==> src/rtl/zvs_deadtime_driver_if.sv <==
// rtl/zvs_deadtime_driver_if.sv - command/status bundle for the ZVS dead-time gate driver
interface zvs_deadtime_driver_if #(
    parameter int DT_W = 8
) ();
    logic            EN;
    logic            PWM_IN;
    logic [DT_W-1:0] DEAD_TIME;
    logic            FAULT;
    logic            FAULT_CLR;
    logic            GATE_HI;
    logic            GATE_LO;
    logic            FAULT_LATCHED;
    logic [15:0]     HI_PULSES;

    // Controller side: issues commands, observes the gates.
    modport master (
        output EN, PWM_IN, DEAD_TIME, FAULT, FAULT_CLR,
        input  GATE_HI, GATE_LO, FAULT_LATCHED, HI_PULSES
    );

    // Driver side.
    modport slave (
        input  EN, PWM_IN, DEAD_TIME, FAULT, FAULT_CLR,
        output GATE_HI, GATE_LO, FAULT_LATCHED, HI_PULSES
    );
endinterface

==> src/rtl/zvs_deadtime_driver.sv <==
// rtl/zvs_deadtime_driver.sv - half-bridge gate driver with dead-time insertion and fault latch
module zvs_deadtime_driver #(
    parameter int DT_W = 8
) (
    input  logic                  CLK,
    input  logic                  RST,
    zvs_deadtime_driver_if.slave  bus
);
    typedef enum logic [2:0] {
        IDLE  = 3'd0,
        DEAD  = 3'd1,
        HI    = 3'd2,
        LO    = 3'd3,
        FAULT = 3'd4
    } state_t;

    state_t          state;
    logic            pwm_s;
    logic [DT_W-1:0] dt_cnt;
    logic [DT_W-1:0] dt_load;
    logic            gate_hi;
    logic            gate_lo;
    logic            fault_latched;
    logic [15:0]     hi_pulses;

    // A zero dead time still forces one cycle with both gates off.
    assign dt_load = (bus.DEAD_TIME == '0) ? DT_W'(1) : bus.DEAD_TIME;

    // State, dead counter and gate registers; gates only ever rise out of DEAD so they cannot overlap.
    always_ff @(posedge CLK or posedge RST) begin
        if (RST) begin
            state         <= IDLE;
            pwm_s         <= 1'b0;
            dt_cnt        <= '0;
            gate_hi       <= 1'b0;
            gate_lo       <= 1'b0;
            fault_latched <= 1'b0;
            hi_pulses     <= '0;
        end else begin
            pwm_s <= bus.PWM_IN;
            if (bus.FAULT) begin
                state         <= FAULT;
                gate_hi       <= 1'b0;
                gate_lo       <= 1'b0;
                fault_latched <= 1'b1;
            end else begin
                case (state)
                    FAULT: begin
                        if (bus.FAULT_CLR) begin
                            state         <= IDLE;
                            fault_latched <= 1'b0;
                        end
                    end
                    IDLE: begin
                        if (bus.EN) begin
                            state  <= DEAD;
                            dt_cnt <= dt_load;
                        end
                    end
                    DEAD: begin
                        if (!bus.EN) begin
                            state  <= IDLE;
                            dt_cnt <= '0;
                        end else if (dt_cnt <= DT_W'(1)) begin
                            dt_cnt <= '0;
                            if (pwm_s) begin
                                state     <= HI;
                                gate_hi   <= 1'b1;
                                hi_pulses <= hi_pulses + 16'd1;
                            end else begin
                                state   <= LO;
                                gate_lo <= 1'b1;
                            end
                        end else begin
                            dt_cnt <= dt_cnt - DT_W'(1);
                        end
                    end
                    HI: begin
                        if (!bus.EN) begin
                            state   <= IDLE;
                            gate_hi <= 1'b0;
                        end else if (!pwm_s) begin
                            state   <= DEAD;
                            gate_hi <= 1'b0;
                            dt_cnt  <= dt_load;
                        end
                    end
                    LO: begin
                        if (!bus.EN) begin
                            state   <= IDLE;
                            gate_lo <= 1'b0;
                        end else if (pwm_s) begin
                            state   <= DEAD;
                            gate_lo <= 1'b0;
                            dt_cnt  <= dt_load;
                        end
                    end
                    default: begin
                        state   <= IDLE;
                        gate_hi <= 1'b0;
                        gate_lo <= 1'b0;
                    end
                endcase
            end
        end
    end

    assign bus.GATE_HI       = gate_hi;
    assign bus.GATE_LO       = gate_lo;
    assign bus.FAULT_LATCHED = fault_latched;
    assign bus.HI_PULSES     = hi_pulses;
endmodule

==> src/flat_wrapper.sv <==
// flat-port wrapper written by rule: the top's interface ports become plain ports
module zvs_deadtime_driver_flat 
#(
    parameter int DT_W = 8
)
  (CLK, RST, bus_EN, bus_PWM_IN, bus_DEAD_TIME, bus_FAULT, bus_FAULT_CLR, bus_GATE_HI, bus_GATE_LO, bus_FAULT_LATCHED, bus_HI_PULSES);
  zvs_deadtime_driver_if #(.DT_W(DT_W)) bus_i ();
  input  logic CLK;
  input  logic RST;
  input wire logic [$bits(bus_i.EN)-1:0] bus_EN;
  input wire logic [$bits(bus_i.PWM_IN)-1:0] bus_PWM_IN;
  input wire logic [$bits(bus_i.DEAD_TIME)-1:0] bus_DEAD_TIME;
  input wire logic [$bits(bus_i.FAULT)-1:0] bus_FAULT;
  input wire logic [$bits(bus_i.FAULT_CLR)-1:0] bus_FAULT_CLR;
  output wire logic [$bits(bus_i.GATE_HI)-1:0] bus_GATE_HI;
  output wire logic [$bits(bus_i.GATE_LO)-1:0] bus_GATE_LO;
  output wire logic [$bits(bus_i.FAULT_LATCHED)-1:0] bus_FAULT_LATCHED;
  output wire logic [$bits(bus_i.HI_PULSES)-1:0] bus_HI_PULSES;
  assign bus_i.EN = bus_EN;
  assign bus_i.PWM_IN = bus_PWM_IN;
  assign bus_i.DEAD_TIME = bus_DEAD_TIME;
  assign bus_i.FAULT = bus_FAULT;
  assign bus_i.FAULT_CLR = bus_FAULT_CLR;
  assign bus_GATE_HI = bus_i.GATE_HI;
  assign bus_GATE_LO = bus_i.GATE_LO;
  assign bus_FAULT_LATCHED = bus_i.FAULT_LATCHED;
  assign bus_HI_PULSES = bus_i.HI_PULSES;
  zvs_deadtime_driver #(.DT_W(DT_W)) u_core (.CLK(CLK), .RST(RST), .bus(bus_i));
endmodule
==> config.mk <==
export PLATFORM = sky130hd
export DESIGN_NAME = zvs_deadtime_driver_flat
export DESIGN_NICKNAME = d
export VERILOG_FILES = /design/src/rtl/zvs_deadtime_driver_if.sv /design/src/rtl/zvs_deadtime_driver.sv /design/src/flat_wrapper.sv
export SDC_FILE = /design/constraint.sdc
export NUM_CORES = 1
export LEC_CHECK = 0
export ABC_AREA = 1
export BUFFER_PORTS_ARGS = -buffer_cell sky130_fd_sc_hd__buf_4
export CORE_UTILIZATION = 55
export CTS_BUF_LIST = sky130_fd_sc_hd__clkbuf_16
export DETAILED_ROUTE_END_ITERATION = 10
export GPL_TIMING_DRIVEN = 0
export PLACE_DENSITY = 0.79
export SLEW_MARGIN = 20
export SYNTH_ARGS = -nofsm -noshare
export SYNTH_HDL_FRONTEND = slang
export SYNTH_SLANG_ARGS = --single-unit
==> constraint.sdc <==
create_clock -name CLK -period 3.3 [get_ports CLK]
set_input_delay 0.495 -clock CLK [delete_from_list [all_inputs] [get_ports CLK]]
set_output_delay 0.495 -clock CLK [all_outputs]
set_load 0.02 [all_outputs]
# --- After elaboration in Yosys (flattened, before gate mapping) ---
# Index checks and enable logic that the tools add are counted.
classes:
  n_bitwise: 1
  div_mod_pow: 0
  shifts: 0
  reduce_logical: 13
  mul: 0
  order_cmp: 1
  eq_ne: 20
  muxes: 37
  add_sub_neg: 2
ops:
  columns: ["op", "count"]
  rows:
  - ["8-bit 2-to-1 mux", 8]
  - ["8-bit case mux with 4 select lines", 1]
  - ["3-bit 2-to-1 mux", 9]
  - ["5-bit AND reduction", 4]
  - ["16-bit by 1-bit adder with 16-bit output, second input constant", 1]
  - ["1-bit 2-to-1 mux", 16]
  - ["3-bit case mux with 5 select lines", 1]
  - ["3-bit inequality test, second input constant", 4]
  - ["8-bit by 1-bit <= comparator with 1-bit output, second input constant", 1]
  - ["8-bit logical NOT", 1]
  - ["2-bit inequality test, second input constant", 4]
  - ["4-bit by 3-bit inequality test with 1-bit output, second input constant", 2]
  - ["8-bit by 1-bit subtractor with 8-bit output, second input constant", 1]
  - ["7-bit AND reduction", 1]
  - ["3-bit by 2-bit == test with 1-bit output, second input constant", 2]
  - ["2-bit by 1-bit inequality test with 1-bit output, second input constant", 3]
  - ["3-bit by 2-bit inequality test with 1-bit output, second input constant", 2]
  - ["1-bit case mux with 3 select lines", 2]
  - ["3-bit OR reduction", 2]
  - ["4-bit inequality test, second input constant", 1]
  - ["2-bit nonzero test", 2]
  - ["4-bit nonzero test", 1]
  - ["3-bit by 1-bit == test with 1-bit output, second input constant", 1]
  - ["3-bit == test, second input constant", 1]
  - ["3 further kinds", 3]
word_totals:
  out_inout_bits: 19
  reg_bits: 31
  mem_bits_rw: 0
  mem_count: 0
  latchBits: 0
  romBits: 0

# --- Depth between registers and ports, before layout ---
# Gate-level depths: netlist of the first run.
logic_depth:
  depth_word: 5
  ltp_mapped: 10

# --- Worst setup path before layout of the first run ---
# OpenSTA, ideal clock, no wires.
synth_path:
  kind: "register -> register"
  startpoint: "reg u_core.hi_pulses[1] (netlist: u_core.bus.HI_PULSES[1])"
  endpoint: "reg u_core.hi_pulses[10] (netlist: u_core.bus.HI_PULSES[10])"
  arrival_time_ns: 1.324
  t_required_ns: 3.179
  n_path_buf: 0
  setup_slack_ns: 1.856
  path_stages_with_launch: 7
  path_cell_list: "dfrtp_1 > ha_1 > nand2_1 > nor2_1 > nand4_1 > o21ai_1 > nand2_1"
synth_between:
  elab_chain_cells: 1
synth_lines:
  columns: ["item", "line", "rtl"]
  rows:
  - ["from (decl)", "zvs_deadtime_driver.sv:24", "logic [15:0] hi_pulses;"]
  - ["from (signal assigned)", "zvs_deadtime_driver.sv:69", "hi_pulses <= hi_pulses + 16'd1;"]
  - ["16-bit by 1-bit adder with 16-bit output", "zvs_deadtime_driver.sv:69", null]
# No other way between the ends.
# A chain may end at the register's enable or synchronous reset.

# --- Worst setup path in the final report of the first run ---
layout_path:
  startpoint: "reg u_core.dt_cnt[0]"
  endpoint: "reg u_core.dt_cnt[7]"
layout_between:
  elab_chain_cells: 4
layout_lines:
  columns: ["item", "line", "rtl"]
  rows:
  - ["from (decl)", "zvs_deadtime_driver.sv:19", "logic [DT_W-1:0] dt_cnt;"]
  - ["from (signal assigned)", "zvs_deadtime_driver.sv:57", "dt_cnt <= dt_load;"]
  - ["from (signal assigned)", "zvs_deadtime_driver.sv:75", "dt_cnt <= dt_cnt - DT_W'(1);"]
  - ["from (signal assigned)", "zvs_deadtime_driver.sv:85", "dt_cnt <= dt_load;"]
  - ["8-bit by 1-bit subtractor with 8-bit output / 8-bit by 1-bit <= comparator with 1-bit output (equally long branches)", "zvs_deadtime_driver.sv:75, zvs_deadtime_driver.sv:64", null]
  - ["8-bit 2-to-1 mux (*)", "zvs_deadtime_driver.sv:64", "end else if (dt_cnt <= DT_W'(1)) begin"]
  - ["8-bit 2-to-1 mux (*)", "zvs_deadtime_driver.sv:61", "if (!bus.EN) begin"]
  - ["8-bit case mux with 4 select lines (*)", "zvs_deadtime_driver.sv:47", "case (state)"]
# Mark *: on every way between the ends. The rest lies on a longest branch, timed or not.

==> results.ini, run 1 <==
[outcome]
status=finished clean

[floorplanning]
core_area_mm2=0.003442
fp-row-count=21
die_height_um=62.78
die-area_mm2=0.003941
pin_count=33
start_util=0.5903
die_w_um=62.78

[drt]
top_layer_used=met4
wire_per_inst_um=12.23
drt-initial-drc-count=162
vias_per_cell=5.386
wl_met1_um=2098
dr_wl_met2_um=2341
post-route-drc-count=0
finalWirelength_um=4783
ant_nets=0
drt-pass1-iter-count=4
wl_met3_um=303
vias=2106

[logic_synthesis]
synth_seq_cells=31
syn_avg_cell_area_um2=6.662
synth_area_leaders=dfrtp_1 (38%), nand2_1 (19%), nor2_1 (8.7%)
synthAdderAreaFrac=0.01847
yosys_warnings=0
synth_edf_count=0
synth_top_area_frac=0.3818
synthSimpleGateAreaFrac=0.4113
yosysTopAreaCell=dfrtp_1
ys_types=23
synth_compound_area_frac=0.07635
ys_seq_area_frac=0.3818
synthArstFlopShare=1.000
synth_mux_area_frac=0
syn_nets=322
synth_commonest_cells=nand2_1 (102), nor2_1 (47), inv_1 (33)
synth_most_common_cell=nand2_1
synth_xor_area_frac=0.03448
ys.flop_type=dfrtp_1
netlist_area_mm2=0.002032
synth_top_family_by_area=simple AND/OR/NAND/NOR gates
synthCells=305

[power]
pwr_density_cell_mw_per_mm2=490.5
combPwrFrac=0.198
p_leak_nw=1.287
pwr-share-clk=0.419
power.total_mw=1.223
sw_frac_of_total=0.2960
pwr-share-seq=0.383
ir_drop_uv=408.3
intPower_uw=861.0
power_switching_uw=362.0

[worst_setup_path]
cp_num_buf_inv=2
cpMaxStageDelayCell=dfrtp_1
worstPathMaxFanout=7
worstReg2RegEnd=u_core.dt_cnt[7]
start_kind=flip-flop
crit_path_cell_trace=inv_1, ha_1, nor2_1, nor2_1, nand2_1, nand2_1, clkinv_1, nand3_1, a21oi_1
crit_family=simple AND/OR/NAND/NOR gates
rr_startpoint=u_core.dt_cnt[0]
cp-end-kind=flip-flop
arrival_ps=1900
worst-setup-path-type=reg2reg
cp.depth=9
max_stage_delay_ps=410
worstPathRequired_ps=3460
r2r_setup_slack_ps=1560
ff2ff_path_depth=9

[placement]
dp_hpwl_um=3650
gp_congestion=0.9300
dp_cells=383
io_buffers=32

[final_layout]
fillers=297
register_area_um2=775.7
multiInputGateArea_mm2=0.001099
fin_cells=391
antenna_cells=0
drive_gt1_frac=0.1594
utilization=0.7245
syn_to_final_growth_pct=22.72
final_nets=361

[timing]
setup_viol=0
fmax_mhz=573.6
worst_slew_pin_slew_ps=646.4
min_period_over_period=0.5283
min_period_ps=1743
max_slew_margin=0.5684
skew_ps=2.400
finalHoldViolations=0
fin_setup_tns_ps=0
rsz0062_at_grt=false
final_max_slew_viol_count=0

[run]
drv_cap=0

[clock_network]
post-cts-setup-buffers=0
cts_inserted_buffers=5
cts-root-buf=clkbuf_16
path_clk_slew_ps=50
cts.sinks=31
cts_tree=yes
htree_levels=2
hold_buffers=0
insertion_delay_ps=270
ctsResizeCount=0
clockBufferDepth=2

[global_route]
grt_pass1_wl_um=8666
track_usage=0.2762
grt_max_degree=32
grt_pass1_vias=2021
gr-total-overflow=0
antenna_found_initial=0

[hold_path]
min_path_type=in2async

==> layout by cell type (no fill, tap or decap), types with 2 or more instances in the layout <==
master,instances
nor2_1,47
nand3b_1,2
nor3_1,5
nand4_1,11
xnor2_1,3
nor2_2,2
inv_1,32
xor2_1,5
nor2_4,3
nand3_1,17
dfrtp_1,31
nand2_1,102
buf_4,32
inv_2,6
clkbuf_16,5
nand3_2,3
o21ai_0,8
clkinv_1,2
o21ai_1,16
a21oi_1,4
ha_1,3
==> flip-flops by register name, indices dropped and copies added, names as in the netlist <==
register	cells
u_core.pwm_s	1
u_core.bus.HI_PULSES	16
u_core.state	3
u_core.bus.GATE_HI	1
u_core.bus.GATE_LO	1
u_core.dt_cnt	8
u_core.bus.FAULT_LATCHED	1
==> kinds of logic (layout without fill, tap and decap cells) <==
group                    count (synthesis)  count (layout)
AO/OA/AOI/OAI                           30              30
flip-flops                              31              31
AND/OR/NAND/NOR                        193             193
buffers and inverters                   40              80
XOR/XNOR                                 8               8
adder cells (fa/ha/maj)                  3               3
==> worst max-delay path by stage <==
stage	startpoint	endpoint	slack (ps)
after detailed placement	u_core.dt_cnt[0]	u_core.dt_cnt[7]	1600
final	u_core.dt_cnt[0]	u_core.dt_cnt[7]	1560
after global routing	u_core.dt_cnt[0]	u_core.dt_cnt[5]	1380
after floorplan	u_core.bus.HI_PULSES[1]	u_core.bus.HI_PULSES[10]	1860
after CTS	u_core.dt_cnt[0]	u_core.dt_cnt[7]	1570
after global placement	bus_FAULT	u_core.bus.HI_PULSES[5]	1630
==> worst reg2reg max path, delay by kind of cell (launching register included) <==
family / cells / cell delay, ps
flip-flops: 1 / 410
adder cells (fa/ha/maj): 1 / 250
AND/OR/NAND/NOR: 5 / 620
AO/OA/AOI/OAI: 1 / 70
buffers and inverters: 2 / 280
==> power groups by stage <==
stage               clock [mW]  combinational (mW)  sequential [mW]
global placement             0               0.230            0.472
CTS                      0.519               0.241            0.468
finish                   0.512               0.242            0.468
global route             0.536               0.281            0.474
detailed placement           0               0.239            0.474
floorplan                    0               0.173            0.469
==> metrics by stage <==
step | cell area, µm² | setup slack [ps] | hold WS (ps)
after CTS | 2494 | 1573 | 323.5
after detailed placement | 2330 | 1601 | 486.4
final | 2494 | 1557 | 317.2
after global routing | 2494 | 1379 | 319.3
after floorplan | 2032 | 1856 | 464.2
after global placement | 2330 | 1628 | 481.2
==> routing by layer <==
| metal | vias up | global-route usage |
|---|---|---|
| li1 | 1045 | - |
| met1 | 995 | 0.3441 |
| met2 | 62 | 0.4647 |
| met3 | 4 | 0.05839 |
| met4 | 0 | 0.1076 |
| met5 | - | 0 |
==> final cells by class <==
cell class | count | area share
Multi-Input combinational cell | 234 | 0.4405
Clock inverter | 3 | 0.01555
Buffer | 1 | 0.004516
Timing Repair Buffer | 32 | 0.09634
Clock buffer | 5 | 0.05018
Tap cell | 46 | 0.02308
Sequential cell | 31 | 0.3111
Inverter | 39 | 0.05871
No activity file was read; power rests on OpenSTA's default activity.
==> run 2, diff against run 1 <==
clock period = 1.74 ns   (was 3.3 ns; I/O delays follow)
==> results.ini, run 2 (same netlist as run 1, synthesis figures left out) <==
[outcome]
status=finished clean

[placement]
dp_hpwl_um=3650
gp_congestion=0.9300
dp_cells=383
io_buffers=32

[worst_setup_path]
worst-setup-path-type=reg2reg
worstPathRequired_ps=1950
arrival_ps=1770
start_kind=flip-flop
worstPathMaxFanout=10
cp-end-kind=flip-flop

[drt]
drt-initial-drc-count=155
drt-pass1-iter-count=4
vias_per_cell=5.347
finalWirelength_um=4825
wire_per_inst_um=12.31
post-route-drc-count=0
vias=2096
ant_nets=0

[timing]
min_period_over_period=0.8978
max_slew_margin=0.5694
final_max_slew_viol_count=0
worst_slew_pin_slew_ps=644.9
setup_viol=0
finalHoldViolations=0
skew_ps=3.250
fin_setup_tns_ps=0
fmax_mhz=640.1
min_period_ps=1562
rsz0062_at_grt=false

[global_route]
grt_pass1_wl_um=8666
gr-total-overflow=0
antenna_found_initial=0
grt_max_degree=32
grt_pass1_vias=2021
track_usage=0.2762

[floorplanning]
fp-row-count=21
pin_count=33
die_height_um=62.78
start_util=0.5903
die_w_um=62.78
core_area_mm2=0.003442
die-area_mm2=0.003941

[final_layout]
fin_cells=392
largest_reg_flops=16
syn_to_final_growth_pct=24.08
antenna_cells=0
final_common_cell=nand2_1
mostFrequentLayoutCells=nand2_1 (101), nor2_1 (47), buf_4 (33)
drive_gt1_frac=0.1734
final_nets=362

[clock_network]
path_clk_slew_ps=50
hold_buffers=0
cts.sinks=31
clockBufferDepth=2
cts_inserted_buffers=5
cts_tree=yes
insertion_delay_ps=270
cts-root-buf=clkbuf_16
htree_levels=2

[run]
drv_cap=0

[power]
pwr-share-clk=0.414
pwr_density_cell_mw_per_mm2=931.2
p_leak_nw=1.293
sw_frac_of_total=0.2974
intPower_mw=1.649
combPwrFrac=0.207
pwr-share-seq=0.380
power_switching_uw=698.2
ir_drop_uv=776.1

[hold_path]
min_path_type=in2async

==> run 2: layout make-up <==
cell class / instances / area (µm²)
plain buffers: 1 / 11.26
clock buffers: 5 / 125.1
clock inverters: 3 / 38.79
fillers: 291 / 920.9
inverters: 39 / 146.4
multi-input cells: 234 / 1119
flip-flops and latches: 31 / 775.7
well taps: 46 / 57.56
repair buffers: 33 / 247.7
==> run 2: path summary, 6_finish.rpt <==
kind | from | to | slack, ps | depth (start not counted)
worst min register to register | u_core.bus.FAULT_LATCHED | u_core.bus.FAULT_LATCHED | 500 | 2
worst max register to register | u_core.state[2] | u_core.bus.HI_PULSES[11] | 180 | 8
max in group asynchronous | RST | u_core.bus.HI_PULSES[2] | 1230 | 2
worst min-delay path | RST | u_core.bus.HI_PULSES[11] | 80 | 2
min in group CLK | bus_PWM_IN | u_core.pwm_s | 90 | 1
worst max-delay path | u_core.state[2] | u_core.bus.HI_PULSES[11] | 180 | 8
==> run 2: repair_timing <==
| action | CTS | global route |
|---|---|---|
| resized for setup | 0 | 6 |
| setup buffers | 0 | 1 |
| endpoints found under the setup margin | 0 | 15 |
==> run 2: layer usage <==
metal	routed length (µm)	track usage
met1	2118	0.3441
met2	2385	0.4647
met3	267	0.05839
met4	53	0.1076
met5	0	0
==> run 2: power by group through the flow <==
stage                     combinational (mW)  sequential (mW)  clock, mW
final                                  0.485            0.891      0.971
after global routing                   0.561            0.901       1.02
after CTS                              0.457            0.887      0.984
after detailed placement               0.454            0.898          0
after global placement                 0.437            0.894          0
after floorplan                        0.328            0.889          0
==> run 2: worst max-delay path, stage by stage, from the launching register on <==
cell     delay (ps)
dfrtp_1         440
inv_1           120
nand2_1          80
nor2_1          270
nand3_2         150
nor2_4          150
buf_6           160
nand2_1          60
nand2_1          60
==> run 2: through the flow <==
stage / instance area, µm² / utilization / setup slack, ps / total power, mW / hold slack, ps
3_3_place_gp: 2330 / 0.6768 / 88.04 / 1.331 / 370.6
3_5_place_dp: 2330 / 0.6768 / 40.57 / 1.352 / 371.6
2_1_floorplan: 2032 / - / 296.0 / 1.217 / 292.4
4_1_cts: 2494 / 0.7245 / 13.27 / 2.328 / 89.49
5_1_grt: 2521 / 0.7325 / 38.95 / 2.479 / 85.15
6_report: 2521 / 0.7325 / 177.8 / 2.348 / 82.51
